--- src/rtl/learn_step_scheduler.sv ---
// Learning-play sequencer: steps song ROM notes, times note and gap windows, grades key hits into a saturating score.
// Optional LEARN_WAIT_EN: an unhit gap parks in WAIT until the correct key arrives instead of scoring a Miss.
module learn_step_scheduler #(
  parameter int unsigned TICK_DIV  = 100000,
  parameter int unsigned GAP_TICKS = 100,
  parameter int unsigned ADDR_W    = 5,
  parameter int unsigned DUR_W     = 16,
  parameter int unsigned SCORE_W   = 16
) (
  input  logic               clk,
  input  logic               reset,
  input  logic               start,
  input  logic               abort,
  output logic [ADDR_W-1:0]  rom_addr,
  input  logic [3:0]         rom_note,
  input  logic [DUR_W-1:0]   rom_dur,
  input  logic               key_valid,
  input  logic [3:0]         key_note,
  output logic [3:0]         cur_note,
  output logic               note_en,
  output logic [2:0]         hit_grade,
  output logic               grade_valid,
  output logic [SCORE_W-1:0] score,
  output logic               busy,
  output logic               done
);

  localparam int unsigned PRE_W = (TICK_DIV > 1) ? $clog2(TICK_DIV) : 1;
  localparam int unsigned GAP_W = $clog2(GAP_TICKS + 1);
  localparam int unsigned CNT_W = (DUR_W > GAP_W) ? DUR_W : GAP_W;
  localparam int unsigned THR_W = CNT_W + 2;

  localparam logic [2:0] G_S    = 3'd0;
  localparam logic [2:0] G_A    = 3'd1;
  localparam logic [2:0] G_B    = 3'd2;
  localparam logic [2:0] G_C    = 3'd3;
  localparam logic [2:0] G_MISS = 3'd4;

`ifdef LEARN_WAIT_EN
  typedef enum logic [2:0] {S_IDLE, S_LOAD, S_PLAY, S_GAP, S_DONE, S_WAIT} state_e;
`else
  typedef enum logic [2:0] {S_IDLE, S_LOAD, S_PLAY, S_GAP, S_DONE} state_e;
`endif

  state_e             state_q, state_d;
  logic [ADDR_W-1:0]  rom_addr_q, rom_addr_d;
  logic [3:0]         cur_note_q, cur_note_d;
  logic               note_en_q, note_en_d;
  logic [2:0]         hit_grade_q, hit_grade_d;
  logic               grade_valid_q, grade_valid_d;
  logic [SCORE_W-1:0] score_q, score_d;
  logic               busy_q, busy_d;
  logic               done_q, done_d;
  logic               hit_q, hit_d;
  logic [PRE_W-1:0]   pre_q, pre_d;
  logic [CNT_W-1:0]   tick_cnt_q, tick_cnt_d;
  logic [DUR_W-1:0]   dur_q, dur_d;

  logic               running;
  logic               tick;
  logic               key_hit;
  logic               adv;
  logic [THR_W-1:0]   e_w, q1, q2, q3;
  logic [2:0]         grade;
  logic [1:0]         pts;
  logic [SCORE_W:0]   score_sum;

  // Timing base and key qualification
  always_comb begin
    running = (state_q == S_PLAY) || (state_q == S_GAP);
`ifdef LEARN_WAIT_EN
    if (state_q == S_WAIT) running = 1'b1;
`endif
    tick    = running && (pre_q == PRE_W'(TICK_DIV - 1));
    key_hit = running && key_valid && (key_note == cur_note_q) && !hit_q;

    e_w = THR_W'(tick_cnt_q);
    q1  = THR_W'(dur_q) >> 2;
    q2  = q1 << 1;
    q3  = q1 + q2;

    grade = G_C;
    if (state_q == S_PLAY) begin
      if (e_w < q1)      grade = G_S;
      else if (e_w < q2) grade = G_A;
      else if (e_w < q3) grade = G_B;
      else               grade = G_C;
    end

    case (grade)
      G_S:     pts = 2'd3;
      G_A:     pts = 2'd2;
      G_B:     pts = 2'd1;
      default: pts = 2'd0;
    endcase
    score_sum = {1'b0, score_q} + (SCORE_W + 1)'(pts);
  end

  // Next-state and registered outputs
  always_comb begin
    state_d       = state_q;
    rom_addr_d    = rom_addr_q;
    cur_note_d    = cur_note_q;
    hit_grade_d   = hit_grade_q;
    grade_valid_d = 1'b0;
    score_d       = score_q;
    hit_d         = hit_q;
    dur_d         = dur_q;
    pre_d         = '0;
    tick_cnt_d    = '0;
    adv           = 1'b0;

    if (key_hit) begin
      hit_d         = 1'b1;
      grade_valid_d = 1'b1;
      hit_grade_d   = grade;
      score_d       = score_sum[SCORE_W] ? {SCORE_W{1'b1}} : score_sum[SCORE_W-1:0];
    end

    case (state_q)
      S_IDLE: begin
        if (start) begin
          state_d    = S_LOAD;
          rom_addr_d = '0;
          score_d    = '0;
        end
      end
      S_LOAD: begin
        dur_d      = (rom_dur == '0) ? DUR_W'(1) : rom_dur;
        cur_note_d = rom_note;
        hit_d      = 1'b0;
        state_d    = (rom_note == 4'd0) ? S_DONE : S_PLAY;
      end
      S_PLAY: begin
        if (tick && ((tick_cnt_q + CNT_W'(1)) == CNT_W'(dur_q))) state_d = S_GAP;
      end
      S_GAP: begin
        if (tick && ((tick_cnt_q + CNT_W'(1)) == CNT_W'(GAP_TICKS))) begin
          if (hit_q || key_hit) begin
            adv = 1'b1;
          end else begin
`ifdef LEARN_WAIT_EN
            state_d = S_WAIT;
`else
            grade_valid_d = 1'b1;
            hit_grade_d   = G_MISS;
            adv           = 1'b1;
`endif
          end
        end
      end
`ifdef LEARN_WAIT_EN
      S_WAIT: begin
        if (key_hit) adv = 1'b1;
      end
`endif
      S_DONE: begin
        if (start) begin
          state_d    = S_LOAD;
          rom_addr_d = '0;
          score_d    = '0;
        end
      end
      default: state_d = S_IDLE;
    endcase

    // End of a note window: step the address or finish after the last slot
    if (adv) begin
      cur_note_d = '0;
      if (rom_addr_q == {ADDR_W{1'b1}}) begin
        state_d = S_DONE;
      end else begin
        state_d    = S_LOAD;
        rom_addr_d = rom_addr_q + ADDR_W'(1);
      end
    end

    if (abort) begin
      state_d       = S_IDLE;
      rom_addr_d    = '0;
      cur_note_d    = '0;
      hit_grade_d   = '0;
      grade_valid_d = 1'b0;
      hit_d         = 1'b0;
      score_d       = score_q;
    end

    if (running && (state_d == state_q)) begin
      pre_d      = tick ? '0 : pre_q + PRE_W'(1);
      tick_cnt_d = tick ? tick_cnt_q + CNT_W'(1) : tick_cnt_q;
    end

    note_en_d = (state_d == S_PLAY);
    busy_d    = (state_d != S_IDLE) && (state_d != S_DONE);
    done_d    = (state_d == S_DONE);
  end

  always_ff @(posedge clk or posedge reset) begin
    if (reset) begin
      state_q       <= S_IDLE;
      rom_addr_q    <= '0;
      cur_note_q    <= '0;
      note_en_q     <= 1'b0;
      hit_grade_q   <= '0;
      grade_valid_q <= 1'b0;
      score_q       <= '0;
      busy_q        <= 1'b0;
      done_q        <= 1'b0;
      hit_q         <= 1'b0;
      pre_q         <= '0;
      tick_cnt_q    <= '0;
      dur_q         <= '0;
    end else begin
      state_q       <= state_d;
      rom_addr_q    <= rom_addr_d;
      cur_note_q    <= cur_note_d;
      note_en_q     <= note_en_d;
      hit_grade_q   <= hit_grade_d;
      grade_valid_q <= grade_valid_d;
      score_q       <= score_d;
      busy_q        <= busy_d;
      done_q        <= done_d;
      hit_q         <= hit_d;
      pre_q         <= pre_d;
      tick_cnt_q    <= tick_cnt_d;
      dur_q         <= dur_d;
    end
  end

  assign rom_addr    = rom_addr_q;
  assign cur_note    = cur_note_q;
  assign note_en     = note_en_q;
  assign hit_grade   = hit_grade_q;
  assign grade_valid = grade_valid_q;
  assign score       = score_q;
  assign busy        = busy_q;
  assign done        = done_q;

endmodule

--- config.mk ---
export PLATFORM = sky130hd
export DESIGN_NAME = learn_step_scheduler
export DESIGN_NICKNAME = d
export VERILOG_FILES = /design/src/rtl/learn_step_scheduler.sv
export SDC_FILE = /design/constraint.sdc
export NUM_CORES = 1
export LEC_CHECK = 0
export CAP_MARGIN = 20
export CORE_UTILIZATION = 39
export DETAILED_ROUTE_END_ITERATION = 12
export PLACE_DENSITY = 0.7
export SLEW_MARGIN = 20
export SYNTH_ARGS = -nofsm -noshare
export SYNTH_HDL_FRONTEND = slang
export SYNTH_SLANG_ARGS = --single-unit
--- constraint.sdc ---
create_clock -name clk -period 6 [get_ports clk]
set_clock_uncertainty 0.15 [all_clocks]
set_input_delay 1.2 -clock clk [delete_from_list [all_inputs] [get_ports clk]]
set_output_delay 1.2 -clock clk [all_outputs]
set_load 0.05 [all_outputs]
==> impl_metrics.py <==
metrics = {
    "pwr": {
        "seq_power_share": 0.358,
        "ir_drop_v": 0.000115,
        "sw_frac_of_total": 0.349,
        "p_clk_frac": 0.315,
        "combPwrFrac": 0.327,
        "total_leakage_power_nw": 3.15,
        "p_int_mw": 1.20,
        "switching_power_mw": 0.646,
        "powerDensity_mw_per_mm2": 244,
    },
    "cts": {
        "cts_setup_buffers": 0,
        "clk_pin_slew_ps": 70,
        "cts.sinks": 85,
        "h-tree-depth": 3,
        "clockBufferDepth": 2,
        "cts-buffers-inserted": 9,
        "cts_root_buffer": "clkbuf_16",
        "cts_tree": "done",
        "clk_latency_ps": 350,
    },
    "yosys": {
        "ys_top_cells_by_area": "dfrtp_1 (33%), ha_1 (12%), xnor2_1 (4.5%)",
        "yosysMostFrequentCell": "dfrtp_1",
        "synthesis.area_sq_mm": 0.00643,
        "synthCells": 719,
        "synth_flop_cell": "dfrtp_1",
        "yosysTopAreaCell": "dfrtp_1",
        "synth_edf_count": 0,
        "synth_fp_nets": 813,
        "avgSynthCellArea_sq_um": 8.94,
        "ys_warn_count": 0,
        "yosysSeqAreaShare": 0.331,
        "ys_seq_elements": 85,
        "synth_common_cells": "dfrtp_1 (85), ha_1 (63), nand2_1 (51), nor2_1 (45), nor3_1 (45)",
        "synth.top_cell.area_share": 0.331,
        "async_reset_ff_frac": 1.00,
        "synth_cell_types": 72,
    },
    "timing": {
        "layout_min_cycle_time_ps": 5540,
        "tns_ps": 0,
        "fmaxAchievable_mhz": 180,
        "max-slew-margin-rel": 0.486,
        "tightest_slew_ps": 768,
        "slew_viol_final": 0,
        "setup_viol": 0,
        "period_share": 0.924,
        "hold_violations": 0,
    },
    "routing": {
        "drc_errors": 0,
        "dr.pass1.iters": 4,
        "vias_per_cell": 5.69,
        "drtAntennaViolNets": 0,
        "wl_per_cell_um": 16.2,
        "drtIter0Drc": 421,
        "drt_wl_total_mm": 16.1,
        "vias": 5629,
    },
    "setup_path": {
        "path_class": "flop to flop",
        "reg2reg_depth": 26,
        "cp.arrival_ps": 5630,
        "crit_fanout": 7,
        "cp-end-kind": "flop",
        "start_kind": "flop",
        "required_ps": 6090,
    },
    "cells_and_area": {
        "fin_nets": 863,
        "finalInstanceArea_sq_mm": 0.00757,
        "areaGrowthSynthToFinish_pct": 17.7,
        "antenna_cells": 0,
        "layout-drive-gt1-share": 0.0659,
        "fillCellCount": 1556,
    },
    "job": {
        "maxCapViolCount": 0,
    },
    "placed_design": {
        "placed_cell_area_sq_mm": 0.00723,
        "hpwl_mm": 11.7,
        "port_buffers": 60,
        "gp_congestion": 0.835,
    },
    "grt": {
        "overflow": 0,
        "top_usage_layer": "met2",
        "use_met1": 0.280,
        "antenna_found_initial": 0,
        "grt_pass1_vias": 5339,
        "met3_usage": 0.0200,
        "grt_usage": 0.202,
        "grt_pass1_wl_mm": 26.8,
        "grt_max_degree": 56,
        "grt_use_met2": 0.321,
    },
    "run_status": {
        "status": "complete, no violations",
    },
    "die": {
        "rows": 46,
        "io_pins": 61,
        "coreArea_sq_mm": 0.0160,
        "die_width_um": 130,
        "start_util": 0.402,
        "die-height_um": 130,
        "dieArea_sq_mm": 0.0170,
    },
    "worst_hold_path": {
        "hp-class": "flop to flop",
        "hold_depth": 1,
    },
}
==> cells in the final DEF (no fill, tap or decap), drive strengths merged, types with 14 or more instances in the layout <==
cell           instances
clkdlybuf4s50         60
a21oi                 38
nand3                 30
ha                    63
inv                   41
xor2                  31
dfrtp                 85
nor3                  45
nor4                  22
nand2                 51
xnor2                 33
o21ai                 34
nor2                  45
nand4                 14
==> layer usage <==
layer	part of all wire	wire length, um
met1	0.49	7800
met2	0.46	7450
met3	0.031	503
met4	0.020	327
met5	0	0
==> path summary, 6_finish.rpt <==
check	startpoint	to	slack [ps]
min in group asynchronous	reset	rom_addr[3]	1160
max in group asynchronous	reset	dur_q[8]	3640
worst min register to register	pre_q[0]	pre_q[0]	350
worst max-delay path	dur_q[2]	score[7]	460
worst max register to register	dur_q[2]	score[7]	460
worst min-delay path	pre_q[0]	pre_q[0]	350
==> flip-flops by register name, summed over array words and instances, names as in the netlist, 3 cells and up <==
signal	cells
cur_note	4
dur_q	16
hit_grade	3
pre_q	17
rom_addr	5
score	16
state_q	3
tick_cnt_q	16
==> kinds of logic (layout without fill, tap and decap cells) <==
| logic type | Yosys count | after routing | share of synthesized area |
|---|---|---|---|
| AND/OR/NAND/NOR | 272 | 272 | 0.227 |
| AO/OA/AOI/OAI | 152 | 152 | 0.163 |
| flip-flops | 85 | 85 | 0.331 |
| buffers and inverters | 70 | 125 | 0.0461 |
| adder cells (fa/ha/maj) | 65 | 65 | 0.129 |
| XOR/XNOR | 64 | 64 | 0.0872 |
| multiplexers | 11 | 11 | 0.0177 |
==> area by class of cell <==
type                            count  area [sq um]  share of cell area
Timing Repair Buffer               70           676              0.0893
Inverter                           39           149              0.0197
Clock buffer                        9           225              0.0298
Multi-Input combinational cell    564          4040               0.534
Sequential cell                    85          2130               0.281
Clock inverter                      7          81.3              0.0107
Tap cell                          216           270              0.0357
==> through the flow <==
step	total power [mW]	cells	setup slack (ps)	hold slack (ps)	utilization
6_report	1.85	990	458	351	0.473
5_1_grt	1.98	990	-73.0	382	0.473
4_1_cts	1.85	990	365	352	0.471
3_5_place_dp	1.26	974	332	345	0.452
3_3_place_gp	1.25	974	476	344	0.452
2_1_floorplan	1.11	719	768	311	-
==> power groups by stage <==
| stage | Combinational [mW] | Clock (mW) | Sequential [mW] |
|---|---|---|---|
| CTS | 0.595 | 0.596 | 0.661 |
| global route | 0.688 | 0.623 | 0.668 |
| global placement | 0.575 | 0 | 0.670 |
| floorplan | 0.448 | 0 | 0.662 |
| detailed placement | 0.587 | 0 | 0.670 |
| finish | 0.605 | 0.583 | 0.662 |
==> repair_timing <==
| action | in CTS | in global routing |
|---|---|---|
| hold buffers | 0 | 0 |
| resized for setup | 0 | 7 |
| setup endpoints to repair | 0 | 10 |
==> critical path, stage by stage, from the launching register on <==
cell and delay [ps]:
dfrtp_1 440, ha_1 270, fa_1 410, a21o_1 180, a21oi_2 170, nor2b_1 90, o221ai_2 180, o21ai_0 150
o21ba_2 250, xor2_1 140, ha_1 290, a21oi_1 150, nor2b_1 50, o21ai_0 130, nor4bb_2 280, o21ai_0 120
o2bb2ai_1 240, ha_1 210, inv_1 50, fa_1 350, inv_1 90, nand2_1 100, nor3_2 140, nor3b_2 230
buf_4 170, nor3_1 50, a2111oi_1 320
No activity file was read; power rests on OpenSTA's default activity.
